==> src/rtl/csa_serial_multiplier_pkg.sv <==
// Shared definitions for the carry-save serial multiplier: FSM encodings and default width.
package csa_serial_multiplier_pkg;

   localparam int WIDTH_DEFAULT = 8;

   typedef enum logic [1:0] {
      S_IDLE    = 2'd0,
      S_ACCUM   = 2'd1,
      S_RESOLVE = 2'd2,
      S_DONE    = 2'd3
   } state_t;

endpackage

==> src/rtl/csa_serial_multiplier_counter3.sv <==
// 3:2 counter: counts the ones among three equal-weight bits.
// out[0] is the sum bit (same weight), out[1] the carry bit (next weight up).
module counter3 (
   input  logic [2:0] in,
   output logic [1:0] out
);

   assign out[0] = ^in;
   assign out[1] = (in[0] & in[1]) | (in[0] & in[2]) | (in[1] & in[2]);

endmodule

==> src/rtl/csa_serial_multiplier.sv <==
// Unsigned WIDTH x WIDTH iterative multiplier: one partial product per cycle into a
// carry-save pair, a single binary add at the end, valid/ready on both sides.
//
//   state     | meaning
//   ----------+------------------------------------------------------------
//   S_IDLE    | in_ready high, waiting for operands
//   S_ACCUM   | WIDTH cycles, one partial product folded in per cycle
//   S_RESOLVE | sum_r + carry_r gives the upper half of the product
//   S_DONE    | out_valid high, product held until out_ready
module csa_serial_multiplier
   import csa_serial_multiplier_pkg::*;
#(
   parameter int WIDTH = WIDTH_DEFAULT
) (
   input  logic                 clk,
   input  logic                 reset,
   input  logic                 in_valid,
   output logic                 in_ready,
   input  logic [WIDTH-1:0]     a,
   input  logic [WIDTH-1:0]     b,
   output logic                 out_valid,
   input  logic                 out_ready,
   output logic [2*WIDTH-1:0]   product
);

   localparam int STEP_W = $clog2(WIDTH) + 1;

   state_t              state;
   logic [WIDTH-1:0]    a_r;
   logic [WIDTH-1:0]    b_r;
   logic [WIDTH-1:0]    sum_r;
   logic [WIDTH-1:0]    carry_r;
   logic [WIDTH-1:0]    lo_r;
   logic [STEP_W-1:0]   step;

   logic [WIDTH-1:0]    pp;
   logic [WIDTH-1:0]    s;
   logic [WIDTH-1:0]    c;
   logic [WIDTH-1:0]    hi;

   // b_r shifts right each step, so bit 0 is always the multiplier bit for this step
   assign pp = a_r & {WIDTH{b_r[0]}};

   for (genvar j = 0; j < WIDTH; j++) begin : g_row
      counter3 u_counter3 (
         .in  ({pp[j], carry_r[j], sum_r[j]}),
         .out ({c[j], s[j]})
      );
   end

   // Upper half of a*b never exceeds WIDTH bits, so the adder carry-out is dropped
   assign hi = sum_r + carry_r;

   always_ff @(posedge clk) begin
      if (reset) begin
         state     <= S_IDLE;
         in_ready  <= 1'b1;
         out_valid <= 1'b0;
         product   <= '0;
         a_r       <= '0;
         b_r       <= '0;
         sum_r     <= '0;
         carry_r   <= '0;
         lo_r      <= '0;
         step      <= '0;
      end else begin
         case (state)
            S_IDLE: begin
               if (in_valid) begin
                  a_r      <= a;
                  b_r      <= b;
                  sum_r    <= '0;
                  carry_r  <= '0;
                  lo_r     <= '0;
                  step     <= '0;
                  in_ready <= 1'b0;
                  state    <= S_ACCUM;
               end
            end
            S_ACCUM: begin
               // lo_r fills from the top; after WIDTH shifts step 0's bit sits at bit 0
               lo_r    <= {s[0], lo_r[WIDTH-1:1]};
               sum_r   <= {1'b0, s[WIDTH-1:1]};
               carry_r <= c;
               b_r     <= b_r >> 1;
               step    <= step + STEP_W'(1);
               if (step == STEP_W'(WIDTH - 1)) begin
                  state <= S_RESOLVE;
               end
            end
            S_RESOLVE: begin
               product   <= {hi, lo_r};
               out_valid <= 1'b1;
               state     <= S_DONE;
            end
            S_DONE: begin
               if (out_ready) begin
                  out_valid <= 1'b0;
                  in_ready  <= 1'b1;
                  state     <= S_IDLE;
               end
            end
            default: begin
               state <= S_IDLE;
            end
         endcase
      end
   end

endmodule

==> config.mk <==
export PLATFORM = sky130hd
export DESIGN_NAME = csa_serial_multiplier
export DESIGN_NICKNAME = d
export VERILOG_FILES = /design/src/rtl/csa_serial_multiplier_pkg.sv /design/src/rtl/csa_serial_multiplier_counter3.sv /design/src/rtl/csa_serial_multiplier.sv
export SDC_FILE = /design/constraint.sdc
export NUM_CORES = 1
export LEC_CHECK = 0
export ABC_AREA = 1
export CAP_MARGIN = 10
export CORE_MARGIN = 4
export CORE_UTILIZATION = 55
export CTS_CLUSTER_DIAMETER = 80
export CTS_CLUSTER_SIZE = 10
export DETAILED_ROUTE_END_ITERATION = 8
export PLACE_DENSITY_LB_ADDON = 0.05
export SYNTH_ARGS = -nofsm -noshare
export SYNTH_HDL_FRONTEND = slang
export SYNTH_SLANG_ARGS = --single-unit
export TNS_END_PERCENT = 1
==> constraint.sdc <==
create_clock -name clk -period 1.8 [get_ports clk]
set_input_delay 0.54 -clock clk [delete_from_list [all_inputs] [get_ports clk]]
set_output_delay 0.54 -clock clk [all_outputs]
set_load 0.1 [all_outputs]
## Yosys cells after proc, flatten, opt, wreduce, memory -nomap -nowiden

Index checks and enable logic that the tools add are counted.

| operators by class | value |
|---|---|
| $add $sub $neg | 2 |
| eq/ne operators | 7 |
| multiplexer cells | 17 |
| bitwise gates (word level) | 41 |
| reduce and logical (&&, ||, !) cells | 17 |

Operators with widths:

| kind | count |
|---|---|
| $pmux W8 S2 | 4 |
| $and A1 B1 Y1 | 24 |
| $reduce_xor A3 Y1 | 8 |
| $mux W8 | 2 |
| $or A1 B1 Y1 | 16 |
| $add A8 B8 Y8 | 1 |
| $and A8 B8 Y8 | 1 |
| $pmux W2 S4 | 1 |
| $pmux W4 S2 | 1 |
| $mux W2 | 3 |
| $ne A2 B2 Y1 const B | 3 |
| $reduce_and A2 Y1 | 3 |
| $reduce_and A3 Y1 | 2 |
| $reduce_bool A2 Y1 | 3 |
| $add A4 B1 Y4 const B | 1 |
| $eq A2 B2 Y1 const B | 2 |
| $eq A4 B3 Y1 const B | 1 |
| $mux W4 | 1 |
| $pmux W1 S2 | 2 |
| $mux W1 | 3 |
| $eq A2 B1 Y1 const B | 1 |
| $logic_not A2 Y1 | 1 |

| word-level totals | value |
|---|---|
| register bits | 64 |
| bits of input ports | 20 |
| word-level logic and storage cells | 94 |

## Depth between registers and ports, before layout

Gate-level depths: netlist of run 1.

| depth | value |
|---|---|
| depth in word-level cells | 5 |
| mapped depth | 9 |

## Modules after synthesis

A second synthesis of run 1 with hierarchy kept.

| second synthesis, totals | value |
|---|---|
| cell total of the unflattened synthesis | 391 |
| area total of the unflattened synthesis | 2976.6 µm² |

Modules (own cells, without submodules):

| module | instances | cells each | area each (µm²) | sequential area each (µm²) |
|---|---|---|---|---|
| csa_serial_multiplier | 1 | 383 | 2816.5 | 1261.2 |
| counter3 | 8 | 1 | 20.0 | 0.0 |

## Worst setup path before layout of run 1

No wires, ideal clock.

| path | value |
|---|---|
| path type | register to output |
| start point | register product[10] |
| end point | output port product[10] |
| arrival time | 0.925 ns |
| required time | 1.260 ns |
| path slack | 0.335 ns |
| cell stages (with the launch flop) | 1 |
| path buffers | 0 |
| cells stage by stage | dfxtp_1 |

RTL lines:

| element | RTL line | text |
|---|---|---|
| from (decl) | csa_serial_multiplier.sv:23 | `output logic [2*WIDTH-1:0] product` |
| from (signal assigned) | csa_serial_multiplier.sv:92 | `product <= {hi, lo_r};` |

No word-level cell between the ends.

## Worst setup path in the final report of run 1

| path | value |
|---|---|
| start point | register state[0] |
| end point | register sum_r[6] |

| between the ends | value |
|---|---|
| longest elaborated chain between the ends | 3 |

RTL lines:

| element | RTL line | text |
|---|---|---|
| from (decl) | csa_serial_multiplier.sv:28 | `state_t state;` |
| from (signal assigned) | csa_serial_multiplier.sv:56 | `state <= S_IDLE;` |
| from (signal assigned) | csa_serial_multiplier.sv:77 | `state <= S_ACCUM;` |
| from (signal assigned) | csa_serial_multiplier.sv:88 | `state <= S_RESOLVE;` |
| $eq A2 B1 Y1 or $logic_not A2 Y1 (tied branches) | csa_serial_multiplier.sv:67 | `case (state)` |
| $reduce_bool A2 Y1 (no source line) or $ne A2 B2 Y1 (tied branches) | -- |  |
| $reduce_and A2 Y1 (no source line) | -- |  |
| to (signal assigned) | csa_serial_multiplier.sv:83 | `sum_r <= {1'b0, s[WIDTH-1:1]};` |
| to (decl) | csa_serial_multiplier.sv:31 | `logic [WIDTH-1:0] sum_r;` |

Parallel ways exist; a longest one is shown, timed or not.
A chain may end at the register's enable or synchronous reset.

==> impl_metrics.py, run 1 <==
metrics = {
    "outcome": {
        "outcome": "complete, no violations",
    },
    "power_and_ir_drop": {
        "finalPower_mw": 6.23,
        "irDropWorstVdd_mv": 1.12,
        "swShare_pct": 42.2,
        "powerDensity_nw_per_um2": 1600,
        "leakage_nw": 1.64,
        "power_frac_comb_pct": 44.9,
        "seq_power_share_pct": 31.4,
        "p_int_mw": 3.60,
        "p_sw_mw": 2.63,
        "p_clk_share_pct": 23.7,
    },
    "route": {
        "drc": 0,
        "routed_via_density": 5.01,
        "route.vias.total": 2588,
        "ant_nets": 0,
        "drt_iter0_drc": 122,
        "wl_um": 5840,
        "first_pass_iters": 4,
        "drt-wirelength-per-cell_um": 11.3,
    },
    "timing": {
        "fin_crit_sh_pct": 88.4,
        "drv_slew": 0,
        "hold_violations": 0,
        "rsz0062_at_grt": "no",
        "worst_slew_margin_rel_pct": 77.7,
        "worst_pin_slew_ns": 0.334,
        "fmax_ghz": 0.629,
        "whs_ns": 0.473,
        "period_minus_slack_ns": 1.59,
        "fin_ws_ns": 0.209,
        "skew_ns": 0.00582,
        "setup_viol": 0,
    },
    "clock_tree": {
        "cts_tree": "built",
        "cts-root-buf": "clkbuf_8",
        "cts_sinks": 63,
        "ctsLongestPathBuffers": 2,
        "insertion_delay_ns": 0.34,
        "h-tree-depth": 3,
        "numCtsBuffers": 9,
        "path_clk_slew_ns": 0.07,
        "post_cts_buffers": 0,
        "post_cts.resized_instances": 0,
        "hold_buffers": 0,
    },
    "global_route": {
        "grt_first_pass_wirelength_um": 10100,
        "grt_pass1_vias": 2268,
        "overflow": 0,
        "grt_max_degree": 33,
        "antenna_found_initial": 0,
        "grt_usage_pct": 19.8,
    },
    "worst_setup_path": {
        "worstPathRequired_ns": 2.03,
        "path_max_fanout": 11,
        "worstSetupStartpointType": "flip-flop",
        "cp-end-kind": "flip-flop",
        "arrival_ns": 1.83,
        "crit_type": "reg2reg",
    },
    "finish": {
        "multi_input_area_um2": 1410,
        "drive_gt1_share_pct": 11.0,
        "final_nets": 483,
        "nFillCells": 382,
        "regArea_um2": 1260,
        "syn2layout_area_growth_pct": 30.0,
        "final_cells": 517,
        "n_antenna_cell": 0,
    },
    "placement": {
        "pre_cts_ws_ns": -0.0163,
        "dp_cells": 501,
        "gp_congestion": 0.868,
        "hpwl_um": 4170,
        "port_buffers": 37,
    },
    "synthesis": {
        "synth_top_area_cell": "dfxtp_1",
        "synthesis.area_um2": 2990,
        "syn_area_per_cell_um2": 7.39,
        "synth_top_area_share_pct": 42.2,
        "synth_warnings": 0,
        "synthCells": 404,
        "ys_seq_elements": 63,
        "ys_types": 28,
        "synth_nets": 445,
        "ys_seq_area_share_pct": 42.2,
        "synth.area.top_cells": "dfxtp_1 (42%), nand2_1 (9.6%), nor2_1 (7.9%)",
    },
    "min_path": {
        "hp-class": "reg2reg",
    },
    "floorplan": {
        "die-area_um2": 6670,
        "row_count": 26,
        "dieHeight_um": 81.7,
        "start_util_pct": 57.7,
        "ios": 38,
        "core-area_um2": 5170,
        "die_x_um": 81.7,
    },
    "run": {
        "cap_violations": 0,
    },
}
-- power by group through the flow --
stage	combinational (mW)	sequential, mW	clock, mW
after global routing	2.99	2.00	1.56
after detailed placement	2.80	1.99	0
final	2.80	1.95	1.48
after CTS	2.81	1.96	1.50
after global placement	2.76	1.97	0
after floorplan	0.904	2.89	0
-- kinds of logic (layout without fill, tap and decap cells) --
| logic type | after synthesis | after routing | synth area share [%] |
|---|---|---|---|
| DFF | 63 | 63 | 42.2 |
| xor gates and xnor gates | 3 | 3 | 0.880 |
| buffers and inverters | 80 | 123 | 10.7 |
| and+or+nand+nor | 162 | 162 | 21.9 |
| adders and majority gates | 21 | 21 | 10.6 |
| AOI/OAI and AO/OA | 75 | 75 | 13.8 |
-- worst paths after layout --
kind | start | endpoint | slack, ns | cells past startpoint
worst max-delay path | state[0] | sum_r[6] | 0.21 | 6
worst min-delay path | lo_r[0] | lo_r[0] | 0.47 | 2
worst max register to register | state[0] | sum_r[6] | 0.21 | 6
worst min register to register | lo_r[0] | lo_r[0] | 0.47 | 2
-- flip-flops by register name, summed over array words and instances (netlist names) --
name       cells
a_r            8
b_r            8
carry_r        8
in_ready       1
lo_r           8
out_valid      1
product       16
state          2
step           4
sum_r          7
-- layer usage --
metal,global-route usage (%),vias to the layer above,routed length (µm)
met5,0,-,0
met4,9.80,0,121
met3,4.61,9,346
met2,31.8,72,2670
met1,24.9,1153,2700
li1,-,1354,-
-- metrics by stage --
stage | area (µm²) | util, % | TNS [ns]
5_1_grt | 3880 | 75.1 | 0
2_1_floorplan | 2990 | - | 0
6_report | 3880 | 75.1 | 0
4_1_cts | 3880 | 75.1 | 0
3_3_place_gp | 3640 | 70.4 | -0.00716
3_5_place_dp | 3640 | 70.4 | -0.0676
-- synthesized netlist by cell type --
| cell type | instances |
|---|---|
| nand2_1 | 76 |
| dfxtp_1 | 63 |
| nor2_1 | 63 |
| inv_1 | 58 |
| o21ai_0 | 24 |
| a21oi_1 | 18 |
| ha_1 | 14 |
| o22ai_1 | 14 |
| nand3_1 | 13 |
| clkbuf_1 | 10 |
| a31oi_1 | 8 |
| o21ai_1 | 8 |
| fa_1 | 7 |
| buf_2 | 6 |
| buf_4 | 3 |
| xor2_1 | 3 |
| inv_2 | 2 |
| nand3b_1 | 2 |
| nand4_1 | 2 |
| nor3_1 | 2 |
| a21o_1 | 1 |
| and3_1 | 1 |
| clkinv_1 | 1 |
| nand2_2 | 1 |
| nor3_2 | 1 |
| o211ai_1 | 1 |
| o21ai_2 | 1 |
| or2_2 | 1 |
-- critical path: stages (launching register included) --
cell and delay (ns):
dfxtp_1 0.38, inv_1 0.08, ha_1 0.26, o21ai_2 0.32
inv_1 0.26, nand2_1 0.12, a21oi_1 0.06
-- final cells by class --
class / instances / share of cell area [%]
well taps: 70 / 2.26
flip-flops and latches: 63 / 32.5
inverters: 61 / 5.90
clock inverters: 7 / 3.09
repair buffers: 46 / 16.9
multi-input cells: 261 / 36.2
clock buffers: 9 / 3.19
-- cell usage in the layout (no fill, tap or decap) --
cell type        netlist  routed
a21o_1                 1       1
a21oi_1               18      18
a31oi_1                8       8
and3_1                 1       1
buf_12                 0      21
buf_4                  3       6
bufinv_16              0       3
clkbuf_8               0       9
clkdlybuf4s50_1        0      19
clkinv_1               1       1
clkinv_2               0       1
clkinv_4               0       1
clkinvlp_4             0       1
dfxtp_1               63      63
fa_1                   7       7
ha_1                  14      14
inv_1                 58      58
inv_2                  2       2
inv_6                  0       1
nand2_1               76      76
nand2_2                1       1
nand3_1               13      13
nand3b_1               2       2
nand4_1                2       2
nor2_1                63      63
nor3_1                 2       2
nor3_2                 1       1
o211ai_1               1       1
o21ai_0               24      24
o21ai_1                8       8
o21ai_2                1       1
o22ai_1               14      14
or2_2                  1       1
xor2_1                 3       3
(Power assumes the default switching activity.)
==> inputs of run 2 (changes only) <==
--- a/config.mk
+++ b/config.mk
@@ -9,9 +9,10 @@
 export CAP_MARGIN = 10
 export CORE_MARGIN = 4
 export CORE_UTILIZATION = 55
-export CTS_CLUSTER_DIAMETER = 80
+export CTS_CLUSTER_DIAMETER = 100
 export CTS_CLUSTER_SIZE = 10
 export DETAILED_ROUTE_END_ITERATION = 8
+export GPL_ROUTABILITY_DRIVEN = 0
 export PLACE_DENSITY_LB_ADDON = 0.05
 export SYNTH_ARGS = -nofsm -noshare
 export SYNTH_HDL_FRONTEND = slang
==> results of run 2 <==
Final layout, timing and power as in run 1 (identical DEF).
